$ cat config.mk
export PLATFORM = sky130hd
export DESIGN_NAME = conv_intlv_commutator
export DESIGN_NICKNAME = d
export VERILOG_FILES = /design/src/rtl/conv_intlv_commutator.sv
export SDC_FILE = /design/constraint.sdc
export NUM_CORES = 1
export LEC_CHECK = 0
export BUFFER_PORTS_ARGS = -buffer_cell sky130_fd_sc_hd__buf_2
export CORE_MARGIN = 2
export CORE_UTILIZATION = 34
export DETAILED_ROUTE_END_ITERATION = 10
export PLACE_DENSITY_LB_ADDON = 0.12
export SYNTH_ARGS = -nofsm -noshare
export SYNTH_HDL_FRONTEND = slang
export SYNTH_SLANG_ARGS = --single-unit
$ cat constraint.sdc
create_clock -name clk -period 1.9 [get_ports clk]
set_input_delay 0.38 -clock clk [delete_from_list [all_inputs] [get_ports clk]]
set_output_delay 0.38 -clock clk [all_outputs]
set_load 0.005 [all_outputs]
$ cat src/rtl/conv_intlv_commutator.sv
// Input commutator of a DVB-style convolutional interleaver: hunts for the sync byte,
// deals accepted bytes round-robin onto the branch delay lines and collects their oldest bytes.
module conv_intlv_commutator #(
  parameter int          NUM_BRANCH = 12,
  parameter int          PKT_LEN    = 204,
  parameter logic [7:0]  SYNC_BYTE  = 8'h47,
  parameter int          MISS_LIMIT = 3
) (
  input  logic                    clk,
  input  logic                    reset,
  input  logic                    in_valid,
  input  logic [7:0]              in_data,
  output logic [NUM_BRANCH-1:0]   branch_we,
  output logic [7:0]              branch_wdata,
  input  logic [8*NUM_BRANCH-1:0] branch_rdata,
  output logic                    out_valid,
  output logic [7:0]              out_data,
  output logic [3:0]              branch_idx,
  output logic                    sync_lock
);

  localparam int CW = (PKT_LEN > 1) ? $clog2(PKT_LEN) : 1;
  localparam int MW = $clog2(MISS_LIMIT + 1);

  typedef enum logic {HUNT, LOCKED} state_t;

  state_t          state, state_nx;
  logic [3:0]      idx_nx;
  logic [CW-1:0]   byte_cnt, cnt_nx;
  logic [MW-1:0]   miss_cnt, miss_nx;
  logic            is_sync;
  logic            wr_nx;
  logic [3:0]      wr_idx;
  logic [7:0]      rd_slice;

  assign is_sync   = (in_data == SYNC_BYTE) || (in_data == ~SYNC_BYTE);
  assign sync_lock = (state == LOCKED);

  always_ff @(posedge clk) begin
    if (!reset) begin
      state      <= HUNT;
      branch_idx <= '0;
      byte_cnt   <= '0;
      miss_cnt   <= '0;
    end else begin
      state      <= state_nx;
      branch_idx <= idx_nx;
      byte_cnt   <= cnt_nx;
      miss_cnt   <= miss_nx;
    end
  end

  // In HUNT the counters are already zero, so a sync byte takes the ordinary byte-0 path.
  always_comb begin
    state_nx = state;
    idx_nx   = branch_idx;
    cnt_nx   = byte_cnt;
    miss_nx  = miss_cnt;
    wr_nx    = 1'b0;
    if (in_valid && (state == LOCKED || is_sync)) begin
      if (byte_cnt == '0 && !is_sync && (miss_cnt + MW'(1)) == MW'(MISS_LIMIT)) begin
        state_nx = HUNT;
        idx_nx   = '0;
        cnt_nx   = '0;
        miss_nx  = '0;
      end else begin
        wr_nx    = 1'b1;
        state_nx = LOCKED;
        if (byte_cnt == '0)
          miss_nx = is_sync ? '0 : miss_cnt + MW'(1);
        idx_nx = (branch_idx == 4'(NUM_BRANCH - 1)) ? 4'd0 : branch_idx + 4'd1;
        cnt_nx = (byte_cnt == CW'(PKT_LEN - 1)) ? '0 : byte_cnt + CW'(1);
      end
    end
  end

  always_comb begin
    rd_slice = 8'h00;
    for (int k = 0; k < NUM_BRANCH; k++)
      if (wr_idx == 4'(k))
        rd_slice = branch_rdata[8*k +: 8];
  end

  // Branch 0 has no delay line, so its output is the byte being written.
  always_ff @(posedge clk) begin
    if (!reset) begin
      branch_we    <= '0;
      branch_wdata <= 8'h00;
      wr_idx       <= '0;
      out_valid    <= 1'b0;
      out_data     <= 8'h00;
    end else begin
      branch_we <= wr_nx ? (NUM_BRANCH'(1) << branch_idx) : '0;
      if (wr_nx) begin
        branch_wdata <= in_data;
        wr_idx       <= branch_idx;
      end
      out_valid <= |branch_we;
      if (|branch_we)
        out_data <= (wr_idx == 4'd0) ? branch_wdata : rd_slice;
    end
  end

endmodule
==> out/metrics.yaml, run 1 <==
final_layout:
  postLayoutCoreUtil_pct: 47.6
  mostFrequentLayoutCells: "buf_2 (132), dfxtp_1 (45), nor2_1 (39), nand2_1 (39), buf_4 (35)"
  drive_gt1_share_pct: 42.9
  syn_to_final_growth_pct: 37.5
  fin_area_mm2: 0.00409
  fin_nets: 617
  diodes: 0
  final_common_cell: "buf_2"
  final_cells: 611
clocking:
  clk_latency_ns: 0.30
  ctsHtreeMaxLevel: 2
  cts_tree: "done"
  path_clk_slew_ns: 0.09
  cts_root_buf: "clkbuf_8"
  cts_sinks: 48
  clock_path_buffers: 2
  cts_buffers: 5
timing:
  skew_ns: 0.0130
  worstMarginPinSlew_ns: 0.846
  slew_viol_final: 0
  period_share_pct: 96.8
  relSlewSlack_pct: 43.2
  hold_viol: 0
  finalSetupViolations: 0
  fin_crit_ns: 1.84
  rsz0062_at_grt: "true"
  fmax_mhz: 544
  hold_ws_ns: 0.336
global_routing:
  grt_max_degree: 20
  grt_use_total_pct: 18.7
  overflow: 0
  grt_pass1_wl_mm: 14.6
  grt_pass1_vias: 3073
  antenna_found_initial: 0
critical_path:
  worst-path-buf-inv: 1
  timing.reg2reg.worst_path_depth: 7
  r2r-end: "byte_cnt[6]"
  cp_slowest_cell: "o31a_2"
  reg2reg_from: "byte_cnt[1]"
  cp_data_arrival_time_ns: 2.03
  path_class: "reg2reg"
  cp_slowest_stage_delay_ns: 0.35
  cp-end-kind: "flop"
  cp-start-kind: "flop"
  cpLargestDelayFamily: "compound AO/OA/AOI/OAI gates"
  path_max_fanout: 4
  r2r_slack_ns: 0.06
  crit_required_ns: 2.09
  cp_cell_sequence: "inv_2 -> ha_4 -> nor4b_4 -> a31oi_2 -> o31a_2 -> a32o_1 -> a22o_1"
drt:
  ant_nets: 0
  vias: 3207
  drc_errors: 0
  dr.pass1.iters: 4
  drt_iter0_markers: 93
  wirelength_mm: 9.19
  avgViaCountPerCell: 5.25
  drt-wirelength-per-cell_um: 15.0
place:
  dp_hpwl_mm: 7.31
  postPlaceCellArea_mm2: 0.00391
  gp_congestion: 0.792
  dpl.cell_count: 601
  port_buffers: 132
logic_synthesis:
  synth_top_flop_cell: "dfxtp_1"
  ys_ff_latch: 48
  syn_area_mm2: 0.00297
  async_flop_share_pct: 0
  syn_avg_cell_area_um2: 8.50
  synth_edf_count: 0
  yosys.cell_types.count: 47
  ys_warn_count: 0
  syn-num-nets: 465
  postSynthCellCount: 350
  seq_area_frac_synth_pct: 32.3
floorplanning:
  fp.dieArea_mm2: 0.00951
  start_util_pct: 34.6
  fp-row-count: 34
  coreArea_mm2: 0.00859
  io_pins: 141
  die_w_um: 97.5
  chipHeight_um: 97.5
worst_hold_path:
  hold_path.class: "in2reg"
  hold_end: "branch_wdata[3]"
  min_from: "in_data[3]"
  hold_depth: 3
status:
  run_status: "finished, final reports clean"
power_and_ir_drop:
  total_power_w: 0.00199
  p_leak_nw: 1.78
  p_per_area_mw_per_mm2: 487
  vdd_drop_max_mv: 0.254
run:
  cap_viol_max_count: 0
## sequential cells by signal, indices dropped and copies added (netlist names)
name	flops
byte_cnt	8
branch_wdata	8
miss_cnt	2
branch_idx	4
sync_lock	1
out_data	8
out_valid	1
branch_we	12
wr_idx	4
## cell usage after synthesis (2+ instances only)
cell | count | share of area (%)
dfxtp_1 | 48 | 32
nand2_1 | 39 | 4.9
nor2_1 | 39 | 4.9
inv_1 | 19 | 2.4
o21ai_0 | 19 | 3.2
a22oi_1 | 18 | 4.5
a21oi_1 | 15 | 2.5
clkbuf_1 | 11 | 1.4
nor3_1 | 11 | 1.9
o22ai_1 | 9 | 1.9
a221oi_1 | 8 | 2.4
ha_1 | 8 | 3.4
mux2_2 | 8 | 3.0
mux4_2 | 8 | 6.1
a221o_1 | 7 | 2.4
buf_2 | 7 | 1.2
nand3_1 | 7 | 1.2
a31oi_1 | 6 | 1.3
and3_1 | 5 | 1.1
buf_6 | 5 | 1.9
nor4_1 | 5 | 1.1
nand2b_1 | 4 | 0.84
o31ai_1 | 4 | 1.0
a22o_1 | 3 | 0.88
a32o_1 | 3 | 1.0
mux2i_1 | 3 | 1.0
nor2b_1 | 3 | 0.63
nor4_4 | 3 | 2.1
nand3b_1 | 2 | 0.50
nand4_1 | 2 | 0.42
nor4_2 | 2 | 0.84
o31ai_2 | 2 | 0.84
or2_2 | 2 | 0.42
xnor2_1 | 2 | 0.59
## stage by stage
| step | TNS (ns) | setup WS [ns] |
|---|---|---|
| after global placement | 0 | 0.0156 |
| after CTS | 0 | 0.0145 |
| after floorplan | 0 | 0.148 |
| after global routing | -0.0544 | -0.0237 |
| final | 0 | 0.0601 |
| after detailed placement | -0.0152 | -0.0141 |
## final cells by class
cell class              instances  area [µm²]
multi-input cells             259        1850
clock buffers                   6        82.6
inverters                      20        78.8
clock inverters                 2        38.8
flip-flops and latches         48         965
well taps                     108         135
fillers                       901        4500
repair buffers                168         943
## power by group
part | switching, W | internal [W] | leakage, nW
Combinational | 0.0000822 | 0.000112 | 1.33
Sequential | 0.00000126 | 0.00101 | 0.388
Clock | 0.000359 | 0.000431 | 0.0614
## cell families after synthesis
| logic type | Yosys count | synth area share, % |
|---|---|---|
| xor+xnor | 2 | 0.589 |
| flops | 48 | 32.3 |
| simple gates | 130 | 23.0 |
| compound gates | 100 | 23.7 |
| fa+ha+maj | 8 | 3.37 |
| mux | 19 | 10.1 |
| buf+inv | 43 | 6.98 |
## timing repair
| action | in CTS | in global routing |
|---|---|---|
| setup buffers | 1 | 1 |
| gates resized for setup | 2 | 11 |
| hold buffers | 0 | 0 |
| pin swaps | 1 | 5 |
| gates cloned | 0 | 0 |
| setup endpoints to repair | 4 | 30 |
## worst register-to-register path: stages (launching register included)
cell,delay [ns]
dfxtp_2,0.34
inv_2,0.07
ha_4,0.13
nor4b_4,0.23
a31oi_2,0.17
o31a_2,0.35
a32o_1,0.26
a22o_1,0.19
## per-layer routing
layer | part of all wire [%] | vias up | global-route usage, %
li1 | - | 1605 | -
met1 | 44 | 1483 | 23.9
met2 | 48 | 111 | 32.9
met3 | 6.4 | 8 | 3.38
met4 | 1.1 | 0 | 4.17
met5 | 0 | - | 0
## worst max path at each step
stage,start,end,slack [ns],cells after the start
after floorplan,byte_cnt[0],byte_cnt[6],0.15,7
after global placement,in_data[6],wr_idx[3],0.02,8
after detailed placement,in_data[7],branch_we[4],-0.01,7
after CTS,byte_cnt[0],byte_cnt[6],0.01,7
after global routing,byte_cnt[1],byte_cnt[6],-0.02,7
final,byte_cnt[1],byte_cnt[6],0.06,7
Note: power is estimated with default switching activity, not from simulation.
==> inputs of run 2 (changes only) <==
Settings changed: CORE_UTILIZATION 34 to 42.
==> out/metrics.yaml, run 2 (synthesis gave the netlist of run 1 again) <==
timing:
  fmax_mhz: 549  # +1.0%
  hold_ws_ns: 0.330  # -0.00639 ns
  fin_crit_ns: 1.82  # -0.0187 ns
  slew_viol_final: 0  # unchanged
  period_share_pct: 95.8  # -0.99 points
  finalSetupViolations: 0  # unchanged
  rsz0062_at_grt: "true"
  fin_setup_tns_ns: 0  # unchanged
  hold_viol: 0  # unchanged
  skew_ns: 0.0107  # -0.00228 ns
  worstMarginPinSlew_ns: 0.618  # -0.228 ns
  relSlewSlack_pct: 58.7  # +15 points
  setup_slack_ns: 0.0789  # +0.0187 ns
global_routing:
  antenna_found_initial: 0  # unchanged
  grt_max_degree: 19  # -5.0%
  overflow: 0  # unchanged
  grt_pass1_wl_mm: 13.3  # -9.0%
  grt_pass1_vias: 2850  # -7.3%
  grt_use_total_pct: 21.5  # +2.8 points
critical_path:
  cp-start-kind: "flop"
  path_max_fanout: 4  # unchanged
  cp_data_arrival_time_ns: 2.03  # about the same
  r2r-end: "branch_idx[3]"
  path_class: "reg2reg"
  r2r_slack_ns: 0.08  # +0.02 ns
  timing.reg2reg.worst_path_depth: 7  # unchanged
  cp-end-kind: "flop"
  crit_path_start: "byte_cnt[0]"
  reg2reg_from: "byte_cnt[0]"
  crit_end: "branch_idx[3]"
  crit_required_ns: 2.11  # +0.02 ns
clocking:
  cts_buffers: 5  # unchanged
  cts_sinks: 48  # unchanged
  path_clk_slew_ns: 0.10  # about the same
  clock_path_buffers: 2  # unchanged
  ctsHtreeMaxLevel: 2  # unchanged
  cts_root_buf: "clkbuf_8"
  cts_tree: "done"
  clk_latency_ns: 0.31  # about the same
drt:
  vias: 3219  # +0.37%
  wirelength_mm: 8.67  # -5.6%
  drt-wirelength-per-cell_um: 14.7  # -2.4%
  ant_nets: 0  # unchanged
  dr.pass1.iters: 4  # unchanged
  avgViaCountPerCell: 5.45  # +3.8%
  drt_iter0_markers: 107  # +15%
  drc_errors: 0  # unchanged
floorplanning:
  die_w_um: 88.2  # -9.6%
  chipHeight_um: 88.2  # -9.6%
  io_pins: 141  # unchanged
  fp.dieArea_mm2: 0.00777  # -18%
  coreArea_mm2: 0.00683  # -21%
  start_util_pct: 43.5  # +8.9 points
  fp-row-count: 30  # -12%
place:
  port_buffers: 132  # unchanged
  gp_congestion: 0.882  # +11%
  dp_hpwl_mm: 6.74  # -7.9%
  place_ws_ns: -0.0428  # -0.0287 ns
  dpl.cell_count: 582  # -3.2%
status:
  run_status: "finished, final reports clean"
power_and_ir_drop:
  p_per_area_mw_per_mm2: 459  # -5.8%
  vdd_drop_max_mv: 0.294  # +16%
  p_leak_nw: 1.73  # -2.7%
worst_hold_path:
  hold_path.class: "in2reg"
final_layout:
  largest_register_ffs: 12  # unchanged
  drive_gt1_share_pct: 41.0  # -1.9 points
  postLayoutCoreUtil_pct: 58.6  # +11 points
  final_cells: 591  # -3.3%
  fillers: 679  # -25%
  final_common_cell: "buf_2"
  fin_nets: 609  # -1.3%
  largest-register: "branch_we"
  diodes: 0  # unchanged
  syn_to_final_growth_pct: 34.6
  mostFrequentLayoutCells: "buf_2 (132), dfxtp_1 (47), nor2_1 (39), nand2_1 (39), buf_4 (26)"
run:
  cap_viol_max_count: 0  # unchanged
[run 2: metrics by stage]
stage                     total power [W]  area [µm²]
after floorplan                   0.00109        2970
after global placement            0.00122        3840
after detailed placement          0.00122        3840
after CTS                         0.00185        3930
after global routing              0.00191        4000
final                             0.00184        4000
[run 2: critical path: stages, from the launching register on]
cell and delay, ns:
dfxtp_2 0.33, inv_1 0.05, ha_1 0.14, nor4b_4 0.25
a31oi_4 0.15, o311a_1 0.38, a22o_1 0.20, a22o_1 0.22
[run 2: layer usage]
metal	track usage (%)	wire length (µm)	part of all wire, %
met5	0	0	0
met4	4.41	84	0.97
met3	3.77	572	6.6
met2	38.7	4280	49
met1	27.1	3730	43
[run 2: how the worst min path moves through the flow]
stage,to,cells past startpoint,slack [ns],startpoint
after floorplan,miss_cnt[0],2,0.44,miss_cnt[0]
after global placement,out_data[4],1,0.45,out_data[4]
after detailed placement,miss_cnt[0],2,0.46,miss_cnt[0]
after CTS,branch_wdata[6],3,0.32,in_data[6]
after global routing,branch_wdata[6],3,0.34,in_data[6]
final,branch_wdata[6],3,0.33,in_data[6]
[run 2: layout make-up]
| cell class | count | area [µm²] | area share [%] |
|---|---|---|---|
| inverter | 20 | 75.1 | 1.88 |
| tap | 96 | 120 | 3.00 |
| multi-input combinational | 259 | 1870 | 46.6 |
| sequential | 48 | 962 | 24.0 |
| clock inverter | 3 | 22.5 | 0.563 |
| timing repair buffer | 160 | 887 | 22.2 |
| clock buffer | 5 | 68.8 | 1.72 |
[run 2: repair_timing]
action / 4_1_cts / 5_1_grt
resized for setup: 0 / 11
hold buffers: 0 / 0
buffers inserted: 0 / 1
setup endpoints to repair: 0 / 37
[run 2: power by group]
part           internal (W)  switching [W]  total [W]
clock              0.000264       0.000371   0.000636
sequential          0.00101     0.00000123    0.00101
combinational      0.000111      0.0000815   0.000192
